## config.mk

```make
export PLATFORM = sky130hd
export DESIGN_NAME = det_share_ctrl
export DESIGN_NICKNAME = d
export VERILOG_FILES = /design/src/rtl/det_pkg.sv /design/src/rtl/rr_arbiter.sv /design/src/rtl/det_share_ctrl.sv
export SDC_FILE = /design/constraint.sdc
export NUM_CORES = 1
export LEC_CHECK = 0
export ABC_AREA = 1
export CORE_MARGIN = 1
export CORE_UTILIZATION = 45
export CTS_CLUSTER_SIZE = 16
export DETAILED_ROUTE_END_ITERATION = 7
export PLACE_DENSITY_LB_ADDON = 0.08
export SYNTH_ARGS = -nofsm -noshare
export SYNTH_HDL_FRONTEND = slang
export SYNTH_HIERARCHICAL = 1
export SYNTH_SLANG_ARGS = --single-unit
```

## constraint.sdc

```tcl
create_clock -name clk -period 4.7 [get_ports clk]
set_clock_uncertainty 0.05 [all_clocks]
set_input_delay 0.47 -clock clk [delete_from_list [all_inputs] [get_ports clk]]
set_output_delay 0.47 -clock clk [all_outputs]
set_load 0.03 [all_outputs]
```

## src/rtl/det_pkg.sv

```systemverilog
// rtl/det_pkg.sv - shared state encodings and transition function for the a/b detector
package det_pkg;

  typedef enum logic [1:0] {
    S0 = 2'b00,
    S1 = 2'b01,
    S2 = 2'b10
  } det_state_t;

  // One step of the S0->S1->S2 recogniser; the unused 2'b11 code recovers to S0.
  function automatic det_state_t det_next(input det_state_t s, input logic a, input logic b);
    case (s)
      S0:      return a ? S1 : S0;
      S1:      return b ? S2 : S0;
      S2:      return (a && b) ? S2 : S0;
      default: return S0;
    endcase
  endfunction

endpackage

```

## src/rtl/rr_arbiter.sv

```systemverilog
// rtl/rr_arbiter.sv - round-robin arbiter with last-granted pointer
module rr_arbiter #(
  parameter  int N = 4,
  localparam int W = $clog2(N)
) (
  input  logic         clk,
  input  logic         reset,
  input  logic [N-1:0] req,
  output logic [N-1:0] grant,
  output logic [W-1:0] grant_idx,
  output logic         grant_vld
);

  logic [W-1:0] ptr_q, ptr_d;
  logic [W-1:0] cand;

  // Search from the channel after the last winner, wrapping; no grant while in reset.
  always_comb begin
    grant     = '0;
    grant_idx = '0;
    grant_vld = 1'b0;
    cand      = '0;
    for (int k = 1; k <= N; k++) begin
      cand = W'((32'(ptr_q) + k) % N);
      if (reset && !grant_vld && req[cand]) begin
        grant[cand] = 1'b1;
        grant_idx   = cand;
        grant_vld   = 1'b1;
      end
    end
    ptr_d = grant_vld ? grant_idx : ptr_q;
  end

  // Pointer register; resets to the last index so channel 0 wins first.
  always_ff @(posedge clk) begin
    if (!reset) ptr_q <= W'(N - 1);
    else        ptr_q <= ptr_d;
  end

endmodule

```

## src/rtl/det_share_ctrl.sv

```systemverilog
// rtl/det_share_ctrl.sv - time-multiplexed a/b pattern detector shared by N_CH channels
module det_share_ctrl
  import det_pkg::*;
#(
  parameter  int N_CH = 4,
  localparam int CH_W = $clog2(N_CH)
) (
  input  logic              clk,
  input  logic              reset,
  input  logic [N_CH-1:0]   req,
  input  logic [N_CH-1:0]   a,
  input  logic [N_CH-1:0]   b,
  input  logic [N_CH-1:0]   clr,
  output logic [N_CH-1:0]   grant,
  output logic              hit,
  output logic [CH_W-1:0]   hit_ch,
  output logic [2*N_CH-1:0] state_o,
  output logic [7:0]        hit_cnt
);

  det_state_t      st_q [N_CH];
  det_state_t      st_d [N_CH];
  det_state_t      sel_nxt;
  logic [CH_W-1:0] gidx;
  logic            gvld;
  logic            hit_q, hit_d;
  logic [CH_W-1:0] hit_ch_q, hit_ch_d;
  logic [7:0]      hit_cnt_q, hit_cnt_d;

  // Cleared channels are withheld from arbitration so their sample stays pending.
  rr_arbiter #(.N(N_CH)) u_arb (
    .clk       (clk),
    .reset     (reset),
    .req       (req & ~clr),
    .grant     (grant),
    .grant_idx (gidx),
    .grant_vld (gvld)
  );

  // Shared datapath: mux the granted channel into det_next, update only that channel.
  always_comb begin
    sel_nxt = det_next(st_q[gidx], a[gidx], b[gidx]);
    for (int i = 0; i < N_CH; i++) begin
      st_d[i] = st_q[i];
      if (gvld && (gidx == CH_W'(i))) st_d[i] = sel_nxt;
      if (clr[i])                     st_d[i] = S0;
    end
    hit_d     = gvld && (sel_nxt == S2);
    hit_ch_d  = gvld ? gidx : hit_ch_q;
    hit_cnt_d = (hit_d && (hit_cnt_q != 8'hFF)) ? hit_cnt_q + 8'd1 : hit_cnt_q;
  end

  // Per-channel state plus registered hit report and saturating counter.
  always_ff @(posedge clk) begin
    if (!reset) begin
      for (int i = 0; i < N_CH; i++) st_q[i] <= S0;
      hit_q     <= 1'b0;
      hit_ch_q  <= '0;
      hit_cnt_q <= 8'd0;
    end else begin
      for (int i = 0; i < N_CH; i++) st_q[i] <= st_d[i];
      hit_q     <= hit_d;
      hit_ch_q  <= hit_ch_d;
      hit_cnt_q <= hit_cnt_d;
    end
  end

  // Flatten channel states for the downstream report bus.
  always_comb begin
    state_o = '0;
    for (int i = 0; i < N_CH; i++) state_o[2*i +: 2] = st_q[i];
  end

  assign hit     = hit_q;
  assign hit_ch  = hit_ch_q;
  assign hit_cnt = hit_cnt_q;

endmodule

```

[Word-level counts from Yosys, hierarchy flattened]
Memories as Yosys holds them, arrays and structs flattened.
Cells that the tools add are included.
Storage, ports and cells
  RAM bits: 8
  word-level logic and storage cells: 108
  ROM bits: 0
  input port bits: 18
  bits in latches: 0
  memories: 1
  flip-flop bits (word level): 13
Cells by class
  $lt $le $gt $ge: 9
  equal/unequal tests: 7
  multipliers: 0
  bitwise logic cells: 9
  div/mod/pow operators: 0
  $add $sub $neg: 5
  shifts and indexed selects: 0
  muxes and demuxes: 50
  reduce and logical (&&, ||, !) cells: 23
Memories
  st_q: words 4, bits a word 2, read ports 5, clocked after Yosys merged registers in 0, wr ports 4, RTL line det_share_ctrl.sv:21  | det_state_t st_q [N_CH];
Operator list (number)
  $mux W2: 18
  $logic_and A1 B1 Y1: 18
  $mux W1: 17
  $mux W4: 4
  $lt A2 B3 Y1 const B: 5
  $bmux W1 S2: 6
  $or A4 B4 Y4: 3
  $add A8 B1 Y8 const B: 1
  $demux W1 S2: 4
  $eq A2 B2 Y1 const B: 4
  $ge A2 B1 Y1 const B: 4
  $ne A8 B8 Y1 const B: 1
  $pmux W2 S3: 1
  $add A2 B1 Y2 const B: 2
  $add A2 B2 Y2 const B: 2
  $and A4 B4 Y4: 1
  $eq A2 B1 Y1 const B: 2
  $logic_not A2 Y1: 2
  $not A4 Y4: 1
  $or A1 B1 Y1: 4
  $logic_not A1 Y1: 3

[Logic depth before layout (Yosys ltp)]
  depth in word-level cells: 26
  depth in mapped cells: 23
  mapped depth without buffers: 23

[Hierarchy]
The synthesis kept the hierarchy.
Modules (own cells, without submodules)
  det_share_ctrl: cells each 176, area each 1129.8 µm², sequential area each 380.4 µm², times used 1
  rr_arbiter: cells each 97, area each 634.4 µm², sequential area each 40.0 µm², times used 1

[Least setup slack after synthesis]
OpenSTA, ideal clock, no wires.
  kind: flip-flop to flip-flop
  start point: register u_arb.ptr_q[1]
  end point: register hit_cnt_q[2], in the netlist hit_cnt[2]
  slack: 1.834 ns
  period minus slack after synthesis: 2.866 ns
  library setup time: 0.132 ns
  buffers on the path: 0
  stages on the path, launching flop included: 21
  data required time: 4.518 ns
  arrival: 2.683 ns
  cells stage by stage: dfxtp_1 inv_1 ha_1 inv_1 nand3_2 nand2_4 nand3_4 nor2_4 or2_1 nand2_1 inv_1 nor2_2 nand2_1 nand2_1 nor2_4 nor2_1 nand2_1 nand2_4 nand3_4 nand2_1 a21oi_1
On the way
  cells in the longest elaborated chain, start to end: 25
  elaborated cells on any way between the ends: 46
  classes of those cells: add/sub: 4; eq/ne: 3; mux: 24; reduce/logical: 14; memory: 1
RTL lines
  start: declaration: RTL line rr_arbiter.sv:14  | logic [W-1:0] ptr_q, ptr_d;
  start signal: assignment: RTL line rr_arbiter.sv:36  | if (!reset) ptr_q <= W'(N - 1);
  start signal: assignment: RTL line rr_arbiter.sv:37  | else ptr_q <= ptr_d;
  $add A2 B1 Y2: RTL line rr_arbiter.sv:24  | cand = W'((32'(ptr_q) + k) % N);
  $bmux W1 S2: RTL line rr_arbiter.sv:25  | if (reset && !grant_vld && req[cand]) begin
  $mux W1 (not written as such): RTL line rr_arbiter.sv:25
  $logic_and A1 B1 Y1: RTL line rr_arbiter.sv:25
  $mux W1: RTL line rr_arbiter.sv:25
  $logic_not A1 Y1: RTL line rr_arbiter.sv:25
  $logic_and A1 B1 Y1 (2 in series): RTL line rr_arbiter.sv:25
  $mux W1: RTL line rr_arbiter.sv:25
  [... 8 more ...]
  via gidx[0]: RTL line det_share_ctrl.sv:24  | logic [CH_W-1:0] gidx;
  $bmux W1 S2: RTL line det_share_ctrl.sv:42  | sel_nxt = det_next(st_q[gidx], a[gidx], b[gidx]);
  $mux W1 (not written as such): RTL line det_share_ctrl.sv:42
  $logic_and A1 B1 Y1: RTL line det_pkg.sv:15  | S2: return (a && b) ? S2 : S0;
  $mux W2: RTL line det_pkg.sv:15
  $pmux W2 S3 (*): RTL line det_pkg.sv:12  | case (s)
  $eq A2 B2 Y1 (*): RTL line det_share_ctrl.sv:48  | hit_d = gvld && (sel_nxt == S2);
  $logic_and A1 B1 Y1 (*): RTL line det_share_ctrl.sv:48
  $logic_and A1 B1 Y1 (*): RTL line det_share_ctrl.sv:50  | hit_cnt_d = (hit_d && (hit_cnt_q != 8'hFF)) ? hit_cnt_q + 8'd1 : hit_cnt_q;
  end signal: assignment: RTL line det_share_ctrl.sv:64  | hit_cnt_q <= hit_cnt_d;
  end: declaration: RTL line det_share_ctrl.sv:28  | logic [7:0] hit_cnt_q, hit_cnt_d;
The timed path passes the listed nets; every way through them passes the cells marked *. The select of a mux whose other input is x is not followed.
A chain may end at the register's enable or synchronous reset.

[Final worst setup path]
  start point: register u_arb.ptr_q[1]
  end point: register hit_cnt_q[1], in the netlist hit_cnt[1]
The elaborated chain is that of the path after synthesis.

==> metrics.txt <==
status=finished, final reports clean; fin. max-slew vios=0; synth cell count leaders=82 x nand2_1, 29 x nor2_1, 26 x nand3_1, 23 x inv_1, 21 x dfxtp_1; CP dominant cell by count=nand2_1; synthesized instance count=273; CTS tree=yes; Synth Register Bits=21; Cells after DPL=around 360; Hold WC Path Type=reg2reg; num ports=41; Post-CTS Repair Setup Buffers=0; cell with the most instances after synthesis=nand2_1; Mapped Nets=299; Initial Util=47.5%; via count=roughly 1900; FF-to-FF setup slack=roughly 1100 ps; Slew HR=61.7%; Row Count=22; startpoint types=register; Area Growth Syn to Fin=26.8%; min Tclk post-route=about 3600 ps; Final Non-Filler Cells=between 300 and 400; htree depth=1; die width=approximately 65 um; DRC errors left=0; vias in the first global route=about 1700; Final period util=about three quarters; Ys Warns=6; DR WL/cell=about 12 um; Worst Path Arrival=between 3000 and 4000 ps; Post-Syn Area=about 1800 um^2; final setup margin=1120 ps; fin nets=~340; CP bufs+invs=3; Power Dens Cells=between 500 and 600 nW/um^2; GRT Total Usage=between 20% and 30%; first-pass GRT wire length=7270 um; largest net degree at the start of global routing=16; vias per inst=5.14; top cell type's share of synthesized area=a little under a quarter; total iterations of the first detailed-routing run=4; final design instance area without fill=between 2000 and 2500 um^2; Synth async-reset ratio=0%; Slew @ Worst Pin=572 ps; CTS hold repair buffers=0; final WL=4290 um; IO buf count=40; CTS buffer count=3; root buffer cell=clkbuf_8; worst-path cell with the longest stage delay=dfxtp_1; P_leak=between 1 and 1.5 nW; gp weighted congestion=0.866; post-DP HPWL=3310 um; sequential area share after synthesis=23.8%; Crit Path Max Fanout=15; Antenna diodes=0; Post-synth top flop=dfxtp_1; worst slack, placed=between 1000 and 1500 ps; top cells by area, synth=dfxtp_1 24%, nand2_1 17%, nand3_1 7.4%; fmax=around 0.28 GHz; total global routing overflow=0; worst path cell trace=inv_1 > ha_1 > inv_1 > nand3_2 > nand2_4 > nand3_4 > nor2_4 > or2_1 > nand2_1 > inv_1 > nor2_2 > nand2_1 > nand2_1 > nor2_4 > nand3_2 > nand2_4 > nand3_4 > nand2_1 > nand2_1 > nor2_1; Power, Total=around 1.1 mW; post-cts sizing count=0; library cells used by synthesis=26; Reg clk slew, reported paths=80 ps; Core ar.=~3700 um^2; critical path class=reg2reg; placed inst area=~2200 um^2; CTS max path bufs=2; worst vdd ir=roughly 250 uV; RSZ-0062 raised after global routing=false; # clock sinks=21; syn_area_per_cell=6.46 um^2; die area=~4200 um^2; Post-DRT Antenna Nets=0; hold slack=roughly 430 ps; CP max stage delay=between 500 and 600 ps; critical path capture point type=register; TNS Setup=0 ps; Final Hold Fails=0; max-capacitance violation count=0; CP delay by family, top=simple AND/OR/NAND/NOR gates; Die Y=approximately 65 um; initial antenna violation count=0; Initial DRC Count=around 160; final setup vio count=0; fraction of layout cells with a size suffix above 1=between 10% and 20%; Worst EP required=between 4000 and 5000 ps; Core Util, Final=approximately 60%; Yosys top cell by area=dfxtp_1; number of synthesized flops with an enable pin=0; Worst-Skew Late Latency=260 ps
## sequential cells by signal, summed over array words and instances, names as in the netlist
signal       flops
u_arb/ptr_q      2
st_q             8
hit_ch           2
hit_cnt          8
hit              1
## worst min-delay path: stages, from the launching register on
cell and delay (ps):
dfxtp_1 320, nand2_1 60, a21oi_1 60
## per-layer routing
layer | GRT usage [%] | vias up | part of all wire [%]
met5 | 0 | - | 0
met4 | 6.39 | 0 | 0.70
met3 | 2.82 | 4 | 4.3
met2 | 33.6 | 58 | 42
met1 | 31.5 | 828 | 53
li1 | - | 960 | -
## final timing paths
path / to / depth (start not counted) / startpoint
setup / recovery: hit_cnt[1] / 20 / u_arb/ptr_q[1]
hold reg to reg: hit_ch[0] / 2 / hit_ch[0]
hold / removal: hit_ch[0] / 2 / hit_ch[0]
setup reg to reg: hit_cnt[1] / 20 / u_arb/ptr_q[1]
## cells by family after synthesis
kind of cell,after synthesis,share of synthesized area [%]
fa+ha+maj,8,5.67
xor+xnor,5,2.48
flops,21,23.8
compound gates,23,6.95
buf+inv,35,8.30
simple gates,181,52.8
## final cells by class
| cell class | instances | area [um^2] |
|---|---|---|
| flip-flops and latches | 21 | 420 |
| clock buffers | 3 | 41.3 |
| repair buffers | 40 | 400 |
| well taps | 48 | 60.1 |
| inverters | 30 | 113 |
| multi-input cells | 217 | 1200 |
| fillers | 370 | 1480 |
| clock inverters | 1 | 5.00 |
## where the power goes
group / internal [mW] / switching, mW
registers: 0.201 / 0.0312
clock network: 0.0591 / 0.0600
logic: 0.242 / 0.536
total: 0.502 / 0.627
## placed cells by master, fill, tap and decap left out, drive strengths merged
| master | count |
|---|---|
| o211ai | 1 |
| ha | 8 |
| inv | 30 |
| or2 | 1 |
| xor2 | 5 |
| nand2 | 93 |
| clkdlybuf4s50 | 40 |
| clkbuf | 3 |
| nand4 | 12 |
| o21ai | 6 |
| nor3 | 3 |
| nand3 | 36 |
| a21oi | 14 |
| clkinv | 1 |
| a21boi | 2 |
| dfxtp | 21 |
| nor2 | 35 |
| nor3b | 1 |
(Power assumes the default switching activity.)
